### src/rtl/amber128_bundle_sequencer.sv
// Fetch-bundle unpacker: takes one fetch bundle of SLOT_COUNT slots, optionally
// splits flagged slots into two half-width ops, and issues the non-NOP ops to
// decode in program order, one per cycle, over a valid/ready handshake.
//
// Ports:
//   clk, rst        clock, asynchronous active-high reset
//   flush           synchronous discard of the held bundle (branch redirect)
//   bundle_valid    fetch offers a bundle
//   bundle_ready    sequencer takes the bundle this cycle
//   bundle_addr     byte address of the offered bundle
//   bundle_data     slot i = [i*SLOT_W +: SLOT_W], split flag i = bit BUNDLE_W-SLOT_COUNT+i
//   op_valid        op presented to decode
//   op_ready        decode accepts the op
//   op_payload      full slot, or a half zero-extended to SLOT_W
//   op_is_half      op is a half-width sub-op
//   op_slot_idx     source slot index
//   op_sub_idx      0: low half / full slot, 1: high half
//   op_addr         address of the source bundle
//   op_last         final op of the bundle
module amber128_bundle_sequencer #(
    parameter int unsigned BUNDLE_W   = 128,
    parameter int unsigned SLOT_W     = 24,
    parameter int unsigned SLOT_COUNT = 5,
    parameter int unsigned SPLIT_EN   = 1
) (
    input  logic                          clk,
    input  logic                          rst,
    input  logic                          flush,
    input  logic                          bundle_valid,
    output logic                          bundle_ready,
    input  logic [63:0]                   bundle_addr,
    input  logic [BUNDLE_W-1:0]           bundle_data,
    output logic                          op_valid,
    input  logic                          op_ready,
    output logic [SLOT_W-1:0]             op_payload,
    output logic                          op_is_half,
    output logic [$clog2(SLOT_COUNT)-1:0] op_slot_idx,
    output logic                          op_sub_idx,
    output logic [63:0]                   op_addr,
    output logic                          op_last
);

    localparam int unsigned POS_N  = 2 * SLOT_COUNT;
    localparam int unsigned POS_W  = $clog2(POS_N);
    localparam int unsigned IDX_W  = $clog2(SLOT_COUNT);
    localparam int unsigned HALF_W = SLOT_W / 2;
    localparam int unsigned PAY_W  = SLOT_COUNT * SLOT_W;
    localparam int unsigned FLAG_LSB = BUNDLE_W - SLOT_COUNT;

    typedef enum logic {
        S_EMPTY = 1'b0,
        S_ISSUE = 1'b1
    } state_t;

    state_t                state_q, state_d;
    logic [POS_N-1:0]      pm_q, pm_d;
    logic [63:0]           addr_q, addr_d;
    logic [PAY_W-1:0]      pay_q, pay_d;
    logic [SLOT_COUNT-1:0] flg_q, flg_d;

    logic [POS_N-1:0]  live_c;
    logic [SLOT_W-1:0] in_slot_c;
    logic              in_split_c;
    logic [POS_W-1:0]  low_pos_c;
    logic [IDX_W-1:0]  cur_slot_c;
    logic              cur_sub_c;
    logic [SLOT_W-1:0] cur_full_c;
    logic              cur_split_c;
    logic              issue_c;
    logic              accept_c;

    // Gap bits between payload and flags are intentionally ignored.
    logic unused_bundle_bits;
    assign unused_bundle_bits = ^bundle_data;

    // Live-position mask of the offered bundle; all-zero positions are NOPs.
    always_comb begin
        live_c     = '0;
        in_slot_c  = '0;
        in_split_c = 1'b0;
        for (int unsigned i = 0; i < SLOT_COUNT; i++) begin
            in_slot_c  = bundle_data[i*SLOT_W +: SLOT_W];
            in_split_c = (SPLIT_EN != 0) && bundle_data[FLAG_LSB + i];
            if (in_split_c) begin
                live_c[2*i]   = |in_slot_c[HALF_W-1:0];
                live_c[2*i+1] = |in_slot_c[SLOT_W-1:HALF_W];
            end else begin
                live_c[2*i]   = |in_slot_c;
            end
        end
    end

    // Lowest pending position selects the op being presented.
    always_comb begin
        low_pos_c = '0;
        for (int i = int'(POS_N) - 1; i >= 0; i--) begin
            if (pm_q[i]) begin
                low_pos_c = POS_W'(i);
            end
        end
    end

    assign cur_slot_c = IDX_W'(low_pos_c >> 1);
    assign cur_sub_c  = low_pos_c[0];

    // Fetch the held slot and its effective split flag.
    always_comb begin
        cur_full_c  = '0;
        cur_split_c = 1'b0;
        for (int unsigned i = 0; i < SLOT_COUNT; i++) begin
            if (IDX_W'(i) == cur_slot_c) begin
                cur_full_c  = pay_q[i*SLOT_W +: SLOT_W];
                cur_split_c = (SPLIT_EN != 0) && flg_q[i];
            end
        end
    end

    // Op outputs depend only on held state; forced to zero when idle.
    always_comb begin
        op_valid    = (state_q == S_ISSUE);
        op_last     = op_valid && ((pm_q & (pm_q - POS_N'(1))) == '0);
        op_sub_idx  = op_valid && cur_sub_c;
        op_is_half  = op_valid && (cur_sub_c || cur_split_c);
        op_slot_idx = op_valid ? cur_slot_c : '0;
        op_addr     = op_valid ? addr_q : '0;
        op_payload  = '0;
        if (op_valid) begin
            if (cur_sub_c) begin
                op_payload = SLOT_W'(cur_full_c[SLOT_W-1:HALF_W]);
            end else if (cur_split_c) begin
                op_payload = SLOT_W'(cur_full_c[HALF_W-1:0]);
            end else begin
                op_payload = cur_full_c;
            end
        end
    end

    // A new bundle may enter while idle or as the last op leaves (no bubble).
    assign issue_c      = op_valid && op_ready;
    assign bundle_ready = !flush && (!op_valid || (issue_c && op_last));
    assign accept_c     = bundle_valid && bundle_ready;

    // Next state: flush beats accept, accept beats issue.
    always_comb begin
        state_d = state_q;
        pm_d    = pm_q;
        addr_d  = addr_q;
        pay_d   = pay_q;
        flg_d   = flg_q;
        if (flush) begin
            pm_d = '0;
        end else if (accept_c) begin
            pm_d   = live_c;
            addr_d = bundle_addr;
            pay_d  = bundle_data[PAY_W-1:0];
            flg_d  = bundle_data[BUNDLE_W-1 -: SLOT_COUNT];
        end else if (issue_c) begin
            pm_d = pm_q & (pm_q - POS_N'(1));
        end
        state_d = (pm_d == '0) ? S_EMPTY : S_ISSUE;
    end

    // State register.
    always_ff @(posedge clk or posedge rst) begin
        if (rst) begin
            state_q <= S_EMPTY;
            pm_q    <= '0;
            addr_q  <= '0;
            pay_q   <= '0;
            flg_q   <= '0;
        end else begin
            state_q <= state_d;
            pm_q    <= pm_d;
            addr_q  <= addr_d;
            pay_q   <= pay_d;
            flg_q   <= flg_d;
        end
    end

endmodule

### config.mk
export PLATFORM = sky130hd
export DESIGN_NAME = amber128_bundle_sequencer
export DESIGN_NICKNAME = d
export VERILOG_FILES = /design/src/rtl/amber128_bundle_sequencer.sv
export SDC_FILE = /design/constraint.sdc
export NUM_CORES = 1
export LEC_CHECK = 0
export ABC_AREA = 1
export BUFFER_PORTS_ARGS = -buffer_cell sky130_fd_sc_hd__buf_2
export CAP_MARGIN = 20
export CORE_ASPECT_RATIO = 0.75
export CORE_UTILIZATION = 56
export DETAILED_ROUTE_END_ITERATION = 16
export HOLD_SLACK_MARGIN = 0.02
export PLACE_DENSITY = 0.86
export SLEW_MARGIN = 40
export SYNTH_ARGS = -nofsm -noshare
export SYNTH_HDL_FRONTEND = slang
export SYNTH_SLANG_ARGS = --single-unit
### constraint.sdc
create_clock -name clk -period 19.75 [get_ports clk]
set_clock_uncertainty 0.15 [all_clocks]
set_input_delay 3.95 -clock clk [delete_from_list [all_inputs] [get_ports clk]]
set_output_delay 3.95 -clock clk [all_outputs]
set_load 0.005 [all_outputs]
# After elaboration in Yosys (flattened, before gate mapping)
# Index checks and enable logic that the tools add are counted.
# Widths: inputs -> output; s select.
# totals
inputBits,197
elab_cells,81
output_inout_bits,96
ff_bits,200
# op_classes
n_mux,39
bitwise,2
n_reduce_logical,30
addsub,1
eq_ne,4
# op_table
operator,n
$mux 24,8
$reduce_or 12->1,10
$reduce_or 24->1,5
$mux 64,1
$mux 4,10
$mux 10,3
$logic_not 10->1,2
$mux 1,16
$and 10x10->10,1
$sub 10x1->10 const B,1
$logic_and 1x1->1,7
$eq 2x3->1 const A,2
$eq 1x3->1 const A,1
$eq 3x3->1 const A,1
$logic_not 3->1,1
$mux 3,1
$logic_not 1->1,2
$logic_or 1x1->1,2
$reduce_and 2->1,1
$not 1->1,1

# Logic depth before layout (Yosys ltp)
# logic_depth
word_depth,19
depth_mapped,15
ltp_nobuf,15

# Least setup slack after synthesis
# OpenSTA, ideal clock, no wires.
# synth_path
path_type,input-to-output
from,in op_ready
to,out bundle_ready
cell_stages,2
arrival_time_ps,4230
setup_slack_ps,11420
path_buffers,0
required_time_ps,15650
path_cell_list,nand4_1 a21oi_1
# synth_via
elab_chain_cells,4
# synth_rtl
element,line_no,rtl
from (decl),34,"input logic op_ready,"
$logic_and 1x1->1,139,assign issue_c = op_valid && op_ready;
$logic_and 1x1->1,140,assign bundle_ready = !flush && (!op_valid || (issue_c && op_last));
$logic_or 1x1->1,140,
$logic_and 1x1->1,140,
to (decl),30,"output logic bundle_ready,"
# Every way passes these cells.

# Final worst setup path
# Ends and elaborated chain as after synthesis.

==> results by group <==
Placed design
  • Post-DP HPWL: 20700 um
  • RD Place Congestion: 0.920
  • PortBufs: 289

Clocking
  • Clock buffer depth: 2
  • Clock slew at reported path FFs: 70 ps
  • Setup bufs post-CTS: 0
  • CTS tree: done
  • Worst-skew pair later-pin latency: 430 ps
  • CTS H-tree depth: 4
  • CTS Buf Count: 17
  • TritonCTS Sinks: 200
  • Hold-fix buffers at CTS: 0
  • Clk root buf: clkbuf_16
  • Post-cts resize count: 0

Route
  • # DRC: 0
  • Via density: roughly 5.4
  • Drt pass-1 iters: 7
  • Detail Route Antenna Nets: 0
  • Wirelength per Cell: 15.7 um
  • Routed via count: between 9000 and 10000
  • DRT iter0 DRCs: about 1200
  • Routed wire length: 28700 um

STA
  • Fin. Hold Viols: 0
  • Fmax: 0.117 GHz
  • Fin. max-slew vios: 0
  • # setup viols final: 0
  • Minimum clock period: 8580 ps
  • RSZ-0062 raised after global routing: no
  • Final worst path period share: around 43%
  • Setup TNS: 0 ps
  • Slew margin rel.: between 40% and 50%
  • Slew @ Worst Pin: slightly above 800 ps

Global route
  • GRT Total Usage: approximately a third
  • Global Route met2 Usage: 45.9%
  • Global route overflow: 0
  • Initial antenna violation count: 1
  • Vias in the first global route: roughly 9000
  • Largest net degree at the start of global routing: 137
  • Met3 Use GR: 9.24%
  • Global-route wire length before repair: 45300 um
  • Met1 usage: 46.9%
  • Grt peak-use layer: met1

Job
  • Max-cap violations: 0

Critical path
  • Reg2Reg Setup Slack: between 15000 and 20000 ps
  • CP startpoint kind: input pin
  • CP Data Required Time: 15650 ps
  • CP startpoint: op_ready
  • Critical path capture point type: output pin
  • Critical Path Fanout Max: 2
  • R2r startpoint: pm_q[0]$_DFF_PP0_
  • Crit path kind: in -> out
  • Critical path's slowest cell: a21oi_1
  • Reg2reg end: op_valid$_DFF_PP0_
  • CP max stage delay: between 150 and 200 ps
  • R2R depth: 15
  • Arrival time at the worst endpoint: 4480 ps
  • Worst Setup EP: bundle_ready
  • CP cell instances: buf_2 -> nand4_1 -> a21oi_1 -> buf_2
  • Crit path top cell by count: buf_2

Hold path
  • WHS Path Cells: 2
  • Hold Crit Class: reg -> reg

Floorplan
  • Std cell rows: 41
  • Die ar.: 18300 um2
  • Initial Util: 58.1%
  • Chip Height: 117 um
  • Die span in x: 156 um
  • Placeable Area: 17100 um2
  • Num ports: a little under 300

Cells and area
  • Share of cells above drive strength 1: between 20% and 30%
  • Final Util: a little over two thirds
  • Filler cell count: approximately 1400
  • Nets: roughly 1800
  • Syn-to-layout area delta: 21.0%

Synthesis
  • Flops & latches, synth: 200
  • Mapped Area: 9930 um2
  • Ys Warns: 0
  • Synth Area per Inst: between 7 and 8 um2
  • Count of different cell masters after synthesis: 27
  • Sequential share of the synthesized area: 50.4%
  • Post-Synthesis Cells: between 1000 and 1500
  • Mapped Nets: 1533

Pwr
  • Static leakage: 7.16 nW
  • Power per cell area: around 150 nW/um2
  • Tot Pwr: around 1.9 mW
  • VDD IR max: 0.0000709 V

Outcome
  • Outcome: finished clean
synth_stat cells (all sizes together):
master / number / area [um2]
nand2: 556 / 2090
dfrtp: 200 / 5000
inv: 164 / 616
nand3: 103 / 528
o21ai: 81 / 409
nor2: 49 / 201
buf: 47 / 309
a21oi: 45 / 225
clkbuf: 25 / 93.8
nand4: 24 / 150
nor4: 14 / 87.6
a221oi: 12 / 105
nor3: 6 / 30.0
o221ai: 4 / 35.0
nand3b: 2 / 15.0
o21a: 2 / 15.0
and3: 1 / 6.26
clkinv: 1 / 3.75
worst max-delay path, delay by kind of cell:
kind	cells	cell delay, ps
AOI/OAI and AO/OA	1	160
buffers and inverters	2	220
and+or+nand+nor	1	140
final cells by class:
class                           instances  area (um2)  area share [%]
Sequential cell                       200        5010            41.7
Tap cell                              236         295            2.46
Clock inverter                         13         158            1.31
Timing Repair Buffer                  299        1550            12.9
Inverter                              165         634            5.28
Antenna cell                            1        2.50          0.0208
Multi-Input combinational cell        899        3910            32.5
Clock buffer                           19         453            3.77
how the worst min path moves through the flow:
stage	start	end	slack (ps)
2_1_floorplan	pay_q[100]$_DFFE_PP0P_	pay_q[100]$_DFFE_PP0P_	300
3_3_place_gp	pay_q[83]$_DFFE_PP0P_	pay_q[83]$_DFFE_PP0P_	310
3_5_place_dp	addr_q[26]$_DFFE_PP0P_	addr_q[26]$_DFFE_PP0P_	320
4_1_cts	addr_q[2]$_DFFE_PP0P_	addr_q[2]$_DFFE_PP0P_	330
5_1_grt	pay_q[30]$_DFFE_PP0P_	pay_q[30]$_DFFE_PP0P_	350
6_report	addr_q[2]$_DFFE_PP0P_	addr_q[2]$_DFFE_PP0P_	330
registers in the layout (all words and copies together), names as in the netlist:
register	flops
addr_q	64
pm_q	10
pay_q	120
op_valid	1
flg_q	5
logic make-up (layout without fill, tap and decap cells):
family                 after synthesis  after routing  synth area share (%)
AND/OR/NAND/NOR                    755            755                  31.3
buffers and inverters              237            496                  10.3
flip-flops                         200            200                  50.4
AO/OA/AOI/OAI                      144            144                  7.95
other                                0              1                     0
power breakdown:
group / internal, mW / total (mW) / switching [mW]
clock network: 0.188 / 0.359 / 0.171
logic: 0.281 / 0.755 / 0.473
registers: 0.608 / 0.741 / 0.132
per-stage QoR:
stage	instances	setup WS [ps]	area (um2)	hold WS (ps)
2_1_floorplan	1336	10200	9930	299
3_3_place_gp	1797	11190	11300	311
3_5_place_dp	1799	11180	11400	315
4_1_cts	1831	11170	12000	335
5_1_grt	1831	11130	12000	349
6_report	1832	11170	12000	331
cell usage in the layout, fill, tap and decap left out, types with 2 or more instances in the layout:
cell	Yosys	routed
dfrtp_1	200	199
clkinv_1	1	2
nor3_1	6	6
o21ai_0	20	20
o21ai_1	60	60
clkbuf_8	0	2
buf_6	12	2
nand3_1	102	102
nand4_1	24	24
nor2_1	46	46
clkinv_4	0	4
inv_1	163	161
nand2_2	2	2
clkbuf_16	0	17
o221ai_1	4	4
nor4_1	14	14
inv_8	0	3
a221oi_1	12	12
buf_12	0	2
nor2_4	2	2
inv_6	0	3
o21a_1	2	2
a21oi_1	45	45
buf_2	34	289
buf_4	0	6
clkinv_8	0	2
nand2_1	554	554
nand3b_1	2	2
metal layers:
layer  wire length [um]  up-vias
li1                   -     4680
met1              12500     4539
met2              12400      548
met3               3250       46
met4                634        0
met5                  0        -
No activity file was read; power rests on OpenSTA's default activity.
